==> src/rtl/i2c_pkg.sv <==
// Shared types for the 16-bit-address I2C target.
// State encoding, bus ACK/NACK levels, R/W bit index.
package i2c_pkg;

  typedef enum logic [3:0] {
    IDLE,
    DEV_ID,
    DEV_ACK,
    ADDR_H,
    ACK_H,
    ADDR_L,
    ACK_L,
    WDATA,
    WACK,
    RDATA,
    RACK,
    WAIT_STOP
  } state_t;

  localparam logic ACK  = 1'b0;
  localparam logic NACK = 1'b1;

  localparam int RW_BIT = 0;

endpackage

==> src/rtl/i2c_bus_sampler.sv <==
// SCL/SDA front end: 2-FF sync, stability filter, edge/START/STOP detect.
// Ports: clk, rst_n, scl, sda in; scl_rise, scl_fall, start_det, stop_det, sda_q out.
module i2c_bus_sampler #(
  parameter int FILTER_LEN = 3
) (
  input  logic clk,
  input  logic rst_n,
  input  logic scl,
  input  logic sda,
  output logic scl_rise,
  output logic scl_fall,
  output logic start_det,
  output logic stop_det,
  output logic sda_q
);

  localparam int CW = $clog2(FILTER_LEN + 1);

  // bit 0 = SCL, bit 1 = SDA
  logic [1:0]    s1;
  logic [1:0]    s2;
  logic [1:0]    filt;
  logic [1:0]    prev;
  logic [CW-1:0] cnt [2];

  always_ff @(posedge clk) begin
    if (!rst_n) begin
      s1   <= 2'b11;
      s2   <= 2'b11;
      filt <= 2'b11;
      prev <= 2'b11;
      for (int i = 0; i < 2; i++) cnt[i] <= '0;
    end else begin
      s1   <= {sda, scl};
      s2   <= s1;
      prev <= filt;
      // a new level is taken only after FILTER_LEN consecutive samples
      for (int i = 0; i < 2; i++) begin
        if (s2[i] == filt[i]) begin
          cnt[i] <= '0;
        end else if (cnt[i] == CW'(FILTER_LEN - 1)) begin
          filt[i] <= s2[i];
          cnt[i]  <= '0;
        end else begin
          cnt[i] <= cnt[i] + 1'b1;
        end
      end
    end
  end

  assign scl_rise  = filt[0] & ~prev[0];
  assign scl_fall  = ~filt[0] & prev[0];
  assign start_det = filt[0] & prev[0] & prev[1] & ~filt[1];
  assign stop_det  = filt[0] & prev[0] & ~prev[1] & filt[1];
  assign sda_q     = filt[1];

endmodule

==> src/rtl/i2c_slave_ctrl_16bit.sv <==
// I2C/SCCB target, 16-bit register address, 8-bit data, auto-increment.
// Ports: bus (i2c_sclk, i2c_sdat_IN/OUT/OE), register port (reg_*), busy.
import i2c_pkg::*;

module i2c_slave_ctrl_16bit #(
  parameter logic [6:0] DEV_ADDR   = 7'h3C,
  parameter int         FILTER_LEN = 3
) (
  input  logic        clk,
  input  logic        rst_n,
  input  logic        i2c_sclk,
  input  logic        i2c_sdat_IN,
  output logic        i2c_sdat_OUT,
  output logic        i2c_sdat_OE,
  output logic [15:0] reg_addr,
  output logic [7:0]  reg_wdata,
  output logic        reg_wr,
  output logic        reg_rd,
  input  logic [7:0]  reg_rdata,
  output logic        busy
);

  logic scl_rise;
  logic scl_fall;
  logic start_det;
  logic stop_det;
  logic sda_q;

  i2c_bus_sampler #(
    .FILTER_LEN(FILTER_LEN)
  ) u_sampler (
    .clk      (clk),
    .rst_n    (rst_n),
    .scl      (i2c_sclk),
    .sda      (i2c_sdat_IN),
    .scl_rise (scl_rise),
    .scl_fall (scl_fall),
    .start_det(start_det),
    .stop_det (stop_det),
    .sda_q    (sda_q)
  );

  state_t      state;
  logic [3:0]  bit_cnt;
  logic [7:0]  shreg;
  logic [7:0]  addr_hi;
  logic        rw;
  logic        rd_d;
  logic        oe;
  logic [7:0]  nxt;
  logic        rx_state;
  logic        last;

  assign nxt  = {shreg[6:0], sda_q};
  assign last = (bit_cnt == 4'd7);
  assign rx_state = (state == DEV_ID) || (state == ADDR_H) ||
                    (state == ADDR_L) || (state == WDATA);

  assign i2c_sdat_OUT = 1'b0;
  assign i2c_sdat_OE  = oe;

  always_ff @(posedge clk) begin
    if (!rst_n) begin
      state     <= IDLE;
      bit_cnt   <= '0;
      shreg     <= '0;
      addr_hi   <= '0;
      rw        <= 1'b0;
      rd_d      <= 1'b0;
      oe        <= 1'b0;
      busy      <= 1'b0;
      reg_addr  <= '0;
      reg_wdata <= '0;
      reg_wr    <= 1'b0;
      reg_rd    <= 1'b0;
    end else begin
      reg_wr <= 1'b0;
      reg_rd <= 1'b0;
      rd_d   <= reg_rd;
      if (reg_wr) reg_addr <= reg_addr + 16'd1;
      // read data arrives one clk after the strobe
      if (rd_d) begin
        shreg    <= reg_rdata;
        reg_addr <= reg_addr + 16'd1;
      end

      if (stop_det) begin
        state <= IDLE;
        oe    <= 1'b0;
        busy  <= 1'b0;
      end else if (start_det) begin
        state   <= DEV_ID;
        bit_cnt <= '0;
        oe      <= 1'b0;
        busy    <= 1'b1;
      end else if (scl_rise) begin
        if (rx_state) begin
          shreg   <= nxt;
          bit_cnt <= bit_cnt + 4'd1;
        end
        case (state)
          DEV_ID: if (last) begin
            if (nxt[7:1] != DEV_ADDR) begin
              state <= WAIT_STOP;
              busy  <= 1'b0;
            end else begin
              rw    <= nxt[RW_BIT];
              state <= DEV_ACK;
            end
          end
          ADDR_H: if (last) begin
            addr_hi <= nxt;
            state   <= ACK_H;
          end
          ADDR_L: if (last) begin
            reg_addr <= {addr_hi, nxt};
            state    <= ACK_L;
          end
          WDATA: if (last) begin
            reg_wdata <= nxt;
            reg_wr    <= 1'b1;
            state     <= WACK;
          end
          DEV_ACK: if (rw) reg_rd <= 1'b1;
          RDATA:   bit_cnt <= bit_cnt + 4'd1;
          RACK: begin
            if (sda_q == NACK) state <= WAIT_STOP;
            else               reg_rd <= 1'b1;
          end
          default: ;
        endcase
      end else if (scl_fall) begin
        case (state)
          DEV_ACK, ACK_H, ACK_L, WACK: begin
            // first fall opens the ACK slot, second fall closes it
            if (!oe) begin
              oe <= ~ACK;
            end else begin
              oe      <= 1'b0;
              bit_cnt <= '0;
              case (state)
                DEV_ACK: begin
                  if (rw) begin
                    state <= RDATA;
                    oe    <= ~shreg[7];
                    shreg <= {shreg[6:0], 1'b0};
                  end else begin
                    state <= ADDR_H;
                  end
                end
                ACK_H:   state <= ADDR_L;
                default: state <= WDATA;
              endcase
            end
          end
          RDATA: begin
            if (bit_cnt == 4'd8) begin
              oe    <= 1'b0;
              state <= RACK;
            end else begin
              oe    <= ~shreg[7];
              shreg <= {shreg[6:0], 1'b0};
            end
          end
          RACK: begin
            state   <= RDATA;
            bit_cnt <= '0;
            oe      <= ~shreg[7];
            shreg   <= {shreg[6:0], 1'b0};
          end
          default: ;
        endcase
      end
    end
  end

endmodule
==> config.mk <==
export PLATFORM = sky130hd
export DESIGN_NAME = i2c_slave_ctrl_16bit
export DESIGN_NICKNAME = d
export VERILOG_FILES = /design/src/rtl/i2c_pkg.sv /design/src/rtl/i2c_bus_sampler.sv /design/src/rtl/i2c_slave_ctrl_16bit.sv
export SDC_FILE = /design/constraint.sdc
export NUM_CORES = 1
export LEC_CHECK = 0
export ABC_AREA = 1
export CELL_PAD_IN_SITES_DETAIL_PLACEMENT = 0
export CELL_PAD_IN_SITES_GLOBAL_PLACEMENT = 2
export CORE_UTILIZATION = 34
export CTS_CLUSTER_DIAMETER = 30
export CTS_CLUSTER_SIZE = 40
export DETAILED_ROUTE_END_ITERATION = 6
export PLACE_DENSITY = 0.83
export SLEW_MARGIN = 20
export SYNTH_ARGS = -nofsm -noshare
export SYNTH_HDL_FRONTEND = slang
export SYNTH_SLANG_ARGS = --single-unit
==> constraint.sdc <==
create_clock -name clk -period 2.7 [get_ports clk]
set_input_delay 0.54 -clock clk [delete_from_list [all_inputs] [get_ports clk]]
set_output_delay 0.54 -clock clk [all_outputs]
set_load 0.02 [all_outputs]
==> results.cfg, run 1 <==
[run_status]
status = completed

[clock_network]
clock_path_buffers = 2
ctsRootBufferMaster = sky130_fd_sc_hd__clkbuf_8
cts.clk_slew.worst_paths_ns = 0.08
cts_repair_resize_count = 0
postCtsSetupBuffers = 0
postCtsHoldBufs = 0
clock_sink_count = 66
cts_tree = built
source_to_sink_clock_delay_at_the_later_pin_of_the_worst_skew_pair_ns = 0.35
cts-htree-levels = 3
tritoncts.num_buffers = 9

[worst_setup_path]
critical_path.top_delay_family = simple AND/OR/NAND/NOR gates
rr_startpoint = u_sampler.filt[0]$_SDFFE_PN1N_
critical_path_class = reg -> reg
worst-path-max-fanout = 27
cp_cell_sequence = ha_1 -> nand2_1 -> nor2_1 -> nor2_1 -> inv_2 -> nor2_4 -> nand2_2 -> inv_1 -> o21ai_0 -> a21oi_1
arrival_ns = 2.37
critPathLaunchType = register
crit_required_ns = 2.93
critical-path-max-stage-delay_ns = 0.42
worst-r2r-setup-slack_ns = 0.56
worst_setup_path_startpoint = u_sampler.filt[0]$_SDFFE_PN1N_
cpMaxStageDelayCell = sky130_fd_sc_hd__dfxtp_1
timing.critical_path.buf_inv = 2
crit_top_cell = sky130_fd_sc_hd__nor2_1
end_kind = register

[flow_run]
max-cap-violations = 0

[hold_path]
class_of_the_tightest_hold_or_removal_check = reg -> reg
hold_path.startpoint = u_sampler.s1[0]$_SDFF_PN1_

[yosys]
yosys_warnings = 0
synth_enable_flop_cells = 4
commonest_register_cell_after_synthesis = sky130_fd_sc_hd__dfxtp_1
post_synth_num_cell_types = 34
syn_area_um2 = 3570
synth_seq_cells = 66
synth_cells = 515
yosysSeqAreaShare = 0.381
synth.avg_cell_area_um2 = 6.94
synth-async-reset-ratio = 0

[die]
standard_cell_row_count = 37
die_height_um = 105
die_area_um2 = 10900
die_x_um = 105
core_region_area_um2 = 10300
initial_core_util = 0.348
io_pins = 41

[grt]
grt_start_max_net_pins = 39
wire_length_of_the_first_global_routing_pass_um = 16400
grt_overflow = 0
first_global_vias = 3226
overall_global_routing_resource_usage = 0.191
grt_antenna_before_repair = 0

[placement]
buffer_ports.inserted = 39
finalWeightedCongestion = 0.873
post-dp-hpwl_um = 7310

[route]
detailedRoute.firstIterationViolations = 171
drc = 0
route.vias.total = 3450
routedWlPerCell_um = 14.0
drt_wirelength_um = 9790
drtPass1Iterations = 4
viasPerCell = 4.93
postRouteAntennaNets = 0

[timing]
min_period_ns = 2.14
final.setup_skew_ns = 0.0144
achievable-frequency_mhz = 468
timing_max_transition_violations_final = 0
remaining_max_slew_budget_at_the_tightest_pin = 0.534
period_share = 0.792
setup_repair_after_global_routing_missed_its_margin = false
finalHoldViolCount = 0
setup_viol = 0
setup-tns-final_ns = 0
worst-slew-pin-transition_ns = 0.694

[final_layout]
share_of_post_route_cells_with_drive_strength_above_1 = 0.0922
layout.cells.most_common = sky130_fd_sc_hd__nand2_1
mostFrequentLayoutCells = sky130_fd_sc_hd__nand2_1, sky130_fd_sc_hd__dfxtp_1, sky130_fd_sc_hd__nor2_1, sky130_fd_sc_hd__nand3_1
n_antenna_cell = 0
final_util = 0.417
filler_cell_count = 1130
fin_nets = 579
layout-area-overhead-vs-synth_pct = 19.9

[power_and_ir_drop]
p_per_area_nw_per_um2 = 450
power_leakage_nw = 1.74
ir_drop_mv = 0.254
power breakdown:
group	leakage, nW	internal, mW	switching (mW)	total (mW)
logic	1.11	0.0546	0.108	0.163
clock network	0.0861	0.338	0.418	0.756
registers	0.542	0.996	0.0114	1.01
Yosys cell counts (3+ instances only):
master | n | share of area
sky130_fd_sc_hd__o211ai_1 | 10 | 0.021
sky130_fd_sc_hd__xor2_1 | 5 | 0.012
sky130_fd_sc_hd__clkbuf_1 | 7 | 0.0074
sky130_fd_sc_hd__dfxtp_1 | 62 | 0.35
sky130_fd_sc_hd__nand3_1 | 47 | 0.066
sky130_fd_sc_hd__inv_2 | 6 | 0.0063
sky130_fd_sc_hd__nor2_1 | 60 | 0.063
sky130_fd_sc_hd__ha_1 | 8 | 0.028
sky130_fd_sc_hd__buf_2 | 4 | 0.0056
sky130_fd_sc_hd__or2_2 | 4 | 0.0070
sky130_fd_sc_hd__o21ai_0 | 46 | 0.064
sky130_fd_sc_hd__a21oi_1 | 45 | 0.063
sky130_fd_sc_hd__inv_1 | 46 | 0.048
sky130_fd_sc_hd__xnor2_1 | 4 | 0.0098
sky130_fd_sc_hd__nor3_1 | 7 | 0.0098
sky130_fd_sc_hd__nor2_4 | 6 | 0.019
sky130_fd_sc_hd__a31oi_1 | 3 | 0.0053
sky130_fd_sc_hd__nand4_1 | 4 | 0.0070
sky130_fd_sc_hd__edfxtp_1 | 4 | 0.034
sky130_fd_sc_hd__nand2_1 | 109 | 0.11
sky130_fd_sc_hd__nand2_2 | 7 | 0.012
registers in the layout (all words and copies together), names as in the netlist:
register,flops
i2c_sdat_OE,1
shreg,8
rw,1
busy,1
reg_wdata,8
u_sampler.filt,2
addr_hi,8
bit_cnt,4
u_sampler.cnt,4
rd_d,1
reg_rd,1
state,4
u_sampler.prev,2
reg_addr,16
reg_wr,1
u_sampler.s2,2
u_sampler.s1,2
through the flow:
step                      instance area (µm²)  power (mW)  std cells  hold WS, ns  setup WS [ns]
after floorplan                          3580        1.13        518        0.393           1.12
after global placement                   4110        1.19        684        0.396          0.579
after detailed placement                 4110        1.19        684        0.402          0.566
after CTS                                4280        1.95        700        0.421          0.540
after global routing                     4280        2.01        700        0.435          0.271
final                                    4280        1.93        700        0.418          0.561
kinds of logic (layout without fill, tap and decap cells):
kind of cell / after synthesis / after routing / share of synthesized area
simple gates: 251 / 251 / 0.317
compound gates: 111 / 111 / 0.169
buf+inv: 67 / 113 / 0.0781
flops: 66 / 66 / 0.381
xor+xnor: 9 / 9 / 0.0221
fa+ha+maj: 8 / 8 / 0.0280
other cells: 2 / 5 / 0.00210
mux: 1 / 1 / 0.00315
area by class of cell:
type / count / area [µm²] / share of cell area
multi-input cells: 385 / 1940 / 0.454
flip-flops and latches: 66 / 1360 / 0.318
repair buffers: 45 / 435 / 0.102
inverters: 52 / 195 / 0.0456
well taps: 136 / 170 / 0.0397
clock buffers: 9 / 124 / 0.0289
clock inverters: 7 / 52.6 / 0.0123
final timing paths:
check	to	depth (start not counted)
setup / recovery	reg_addr[0]$_SDFF_PN0_	10
setup reg to reg	reg_addr[0]$_SDFF_PN0_	10
hold / removal	u_sampler.s2[0]$_SDFF_PN1_	1
hold reg to reg	u_sampler.s2[0]$_SDFF_PN1_	1
metal layers:
metal | global-route usage | up-vias | share of wire
met3 | 0.0351 | 13 | 0.041
met2 | 0.297 | 85 | 0.44
li1 | - | 1785 | -
met5 | 0 | - | 0
met1 | 0.263 | 1567 | 0.51
met4 | 0.0643 | 0 | 0.015
worst register-to-register path: stages (launching register included):
cell and delay (ns):
sky130_fd_sc_hd__dfxtp_1 0.42, sky130_fd_sc_hd__ha_1 0.21, sky130_fd_sc_hd__nand2_1 0.06, sky130_fd_sc_hd__nor2_1 0.21
sky130_fd_sc_hd__nor2_1 0.12, sky130_fd_sc_hd__inv_2 0.14, sky130_fd_sc_hd__nor2_4 0.06, sky130_fd_sc_hd__nand2_2 0.34
sky130_fd_sc_hd__inv_1 0.22, sky130_fd_sc_hd__o21ai_0 0.20, sky130_fd_sc_hd__a21oi_1 0.05
Power figures use the tool's default switching activity.
==> run 2: changes to the inputs <==
- CORE_UTILIZATION: 34 -> 31
- PLACE_DENSITY: 0.83 -> 0.77
- clock period: 2.7 -> 2.2 ns (I/O delays scaled with it)
==> results.cfg, run 2 (same netlist as run 1, synthesis figures left out) <==
[run_status]
status = completed

[worst_setup_path]
regToRegEndpoint = reg_addr[2]$_SDFF_PN0_
crit_required_ns = 2.46
worst-path-max-fanout = 18
worst-r2r-setup-slack_ns = 0.26
rr_worst_depth = 10
rr_startpoint = bit_cnt[0]$_SDFFE_PN0P_
crit_end = reg_addr[2]$_SDFF_PN0_
critical_path_class = reg -> reg
worst_setup_path_startpoint = bit_cnt[0]$_SDFFE_PN0P_
critPathLaunchType = register
arrival_ns = 2.20
end_kind = register

[power_and_ir_drop]
power_leakage_nw = 1.84
design_power_total_mw = 3.00
p_per_area_nw_per_um2 = 671
clock_power_share = 0.521
comb_power_share = 0.067
share_seq_of_total_power = 0.412
switching_share = 0.228
switchingPower_mw = 0.685
p_int_mw = 2.32
ir_drop_mv = 0.401

[placement]
finalWeightedCongestion = 0.858
buffer_ports.inserted = 39
post-dp-hpwl_um = 7460

[timing]
fin_worst_hold_slack_ns = 0.412
achievable-frequency_mhz = 516
period_share = 0.882
finalHoldViolCount = 0
setup-tns-final_ns = 0
min_period_ns = 1.94
setup_viol = 0
timing_max_transition_violations_final = 0
final.setup_skew_ns = 0.00758
setup_repair_after_global_routing_missed_its_margin = false

[route]
route.vias.total = 3410
routedWlPerCell_um = 13.7
viasPerCell = 4.81
detailedRoute.firstIterationViolations = 185
drt_wirelength_um = 9730
drtPass1Iterations = 4
drc = 0
postRouteAntennaNets = 0

[clock_network]
cts_tree = built
clock_path_buffers = 2
postCtsHoldBufs = 0
tritoncts.num_buffers = 9
cts.clk_slew.worst_paths_ns = 0.06
ctsRootBufferMaster = sky130_fd_sc_hd__clkbuf_16
cts-htree-levels = 3
cts_repair_resize_count = 0
clock_sink_count = 66
source_to_sink_clock_delay_at_the_later_pin_of_the_worst_skew_pair_ns = 0.33
postCtsSetupBuffers = 0

[grt]
grt_start_max_net_pins = 39
overall_global_routing_resource_usage = 0.175
grt_overflow = 0
wire_length_of_the_first_global_routing_pass_um = 15900
first_global_vias = 3190
grt_antenna_before_repair = 0

[flow_run]
max-cap-violations = 0

[final_layout]
layout-area-overhead-vs-synth_pct = 25.3
n_antenna_cell = 0
layout.cells.most_common = sky130_fd_sc_hd__nand2_1
multi_input_comb_area_um2 = 1940
final_util = 0.406
fin_nets = 584
largest_register_ffs = 16
mostFrequentLayoutCells = sky130_fd_sc_hd__nand2_1, sky130_fd_sc_hd__dfxtp_1, sky130_fd_sc_hd__nor2_1, sky130_fd_sc_hd__nand3_1
max_flop_register = reg_addr
filler_cell_count = 1183
share_of_post_route_cells_with_drive_strength_above_1 = 0.100
regArea_um2 = 1360

[die]
standard_cell_row_count = 38
initial_core_util = 0.324
core_region_area_um2 = 11000
io_pins = 41
die_area_um2 = 12000
die_height_um = 109
die_x_um = 109

[hold_path]
class_of_the_tightest_hold_or_removal_check = reg -> reg
==> run 2: layout make-up <==
| class | count | share of cell area |
|---|---|---|
| multi-input cells | 385 | 0.434 |
| flip-flops and latches | 66 | 0.304 |
| repair buffers | 50 | 0.106 |
| clock buffers | 10 | 0.0534 |
| inverters | 52 | 0.0436 |
| well taps | 140 | 0.0391 |
| clock inverters | 6 | 0.0201 |
==> run 2: routing by layer <==
metal  up-vias  track usage  part of all wire
met1      1526        0.220              0.47
met3        17       0.0373             0.036
met5         -            0                 0
met2        63        0.292              0.47
li1       1804            -                 -
met4         0       0.0705             0.021
==> run 2: through the flow <==
step	cells	setup slack, ns	area, µm²
floorplan	518	0.619	3580
global placement	693	0.362	4150
detailed placement	693	0.290	4150
CTS	709	0.271	4480
global route	709	0.0793	4480
finish	709	0.260	4480
==> run 2: how the worst min path moves through the flow <==
| stage | startpoint | end | slack, ns | depth (start not counted) |
|---|---|---|---|---|
| 2_1_floorplan | u_sampler.s1[0]$_SDFF_PN1_ | u_sampler.s2[0]$_SDFF_PN1_ | 0.39 | 1 |
| 3_3_place_gp | u_sampler.s1[1]$_SDFF_PN1_ | u_sampler.s2[1]$_SDFF_PN1_ | 0.40 | 1 |
| 3_5_place_dp | u_sampler.s1[0]$_SDFF_PN1_ | u_sampler.s2[0]$_SDFF_PN1_ | 0.40 | 1 |
| 4_1_cts | u_sampler.s1[0]$_SDFF_PN1_ | u_sampler.s2[0]$_SDFF_PN1_ | 0.41 | 1 |
| 5_1_grt | u_sampler.s1[1]$_SDFF_PN1_ | u_sampler.s2[1]$_SDFF_PN1_ | 0.42 | 1 |
| 6_report | u_sampler.s1[1]$_SDFF_PN1_ | u_sampler.s2[1]$_SDFF_PN1_ | 0.41 | 1 |
==> run 2: critical path, stage by stage, from the launching register on <==
cell                      delay (ns)
sky130_fd_sc_hd__dfxtp_1        0.39
sky130_fd_sc_hd__ha_1           0.21
sky130_fd_sc_hd__nand2_2        0.07
sky130_fd_sc_hd__nor2_1         0.18
sky130_fd_sc_hd__nand2_2        0.12
sky130_fd_sc_hd__nor2_4         0.15
sky130_fd_sc_hd__nand2_2        0.21
sky130_fd_sc_hd__buf_4          0.25
sky130_fd_sc_hd__o21ai_0        0.10
sky130_fd_sc_hd__nand2_1        0.07
sky130_fd_sc_hd__a21oi_1        0.11
==> run 2: power by group through the flow <==
stage	clock network [mW]	logic, mW	registers (mW)
final	1.57	0.202	1.24
after global routing	1.66	0.229	1.24
after CTS	1.61	0.204	1.24
after detailed placement	0	0.203	1.26
after global placement	0	0.205	1.26
after floorplan	0	0.131	1.26
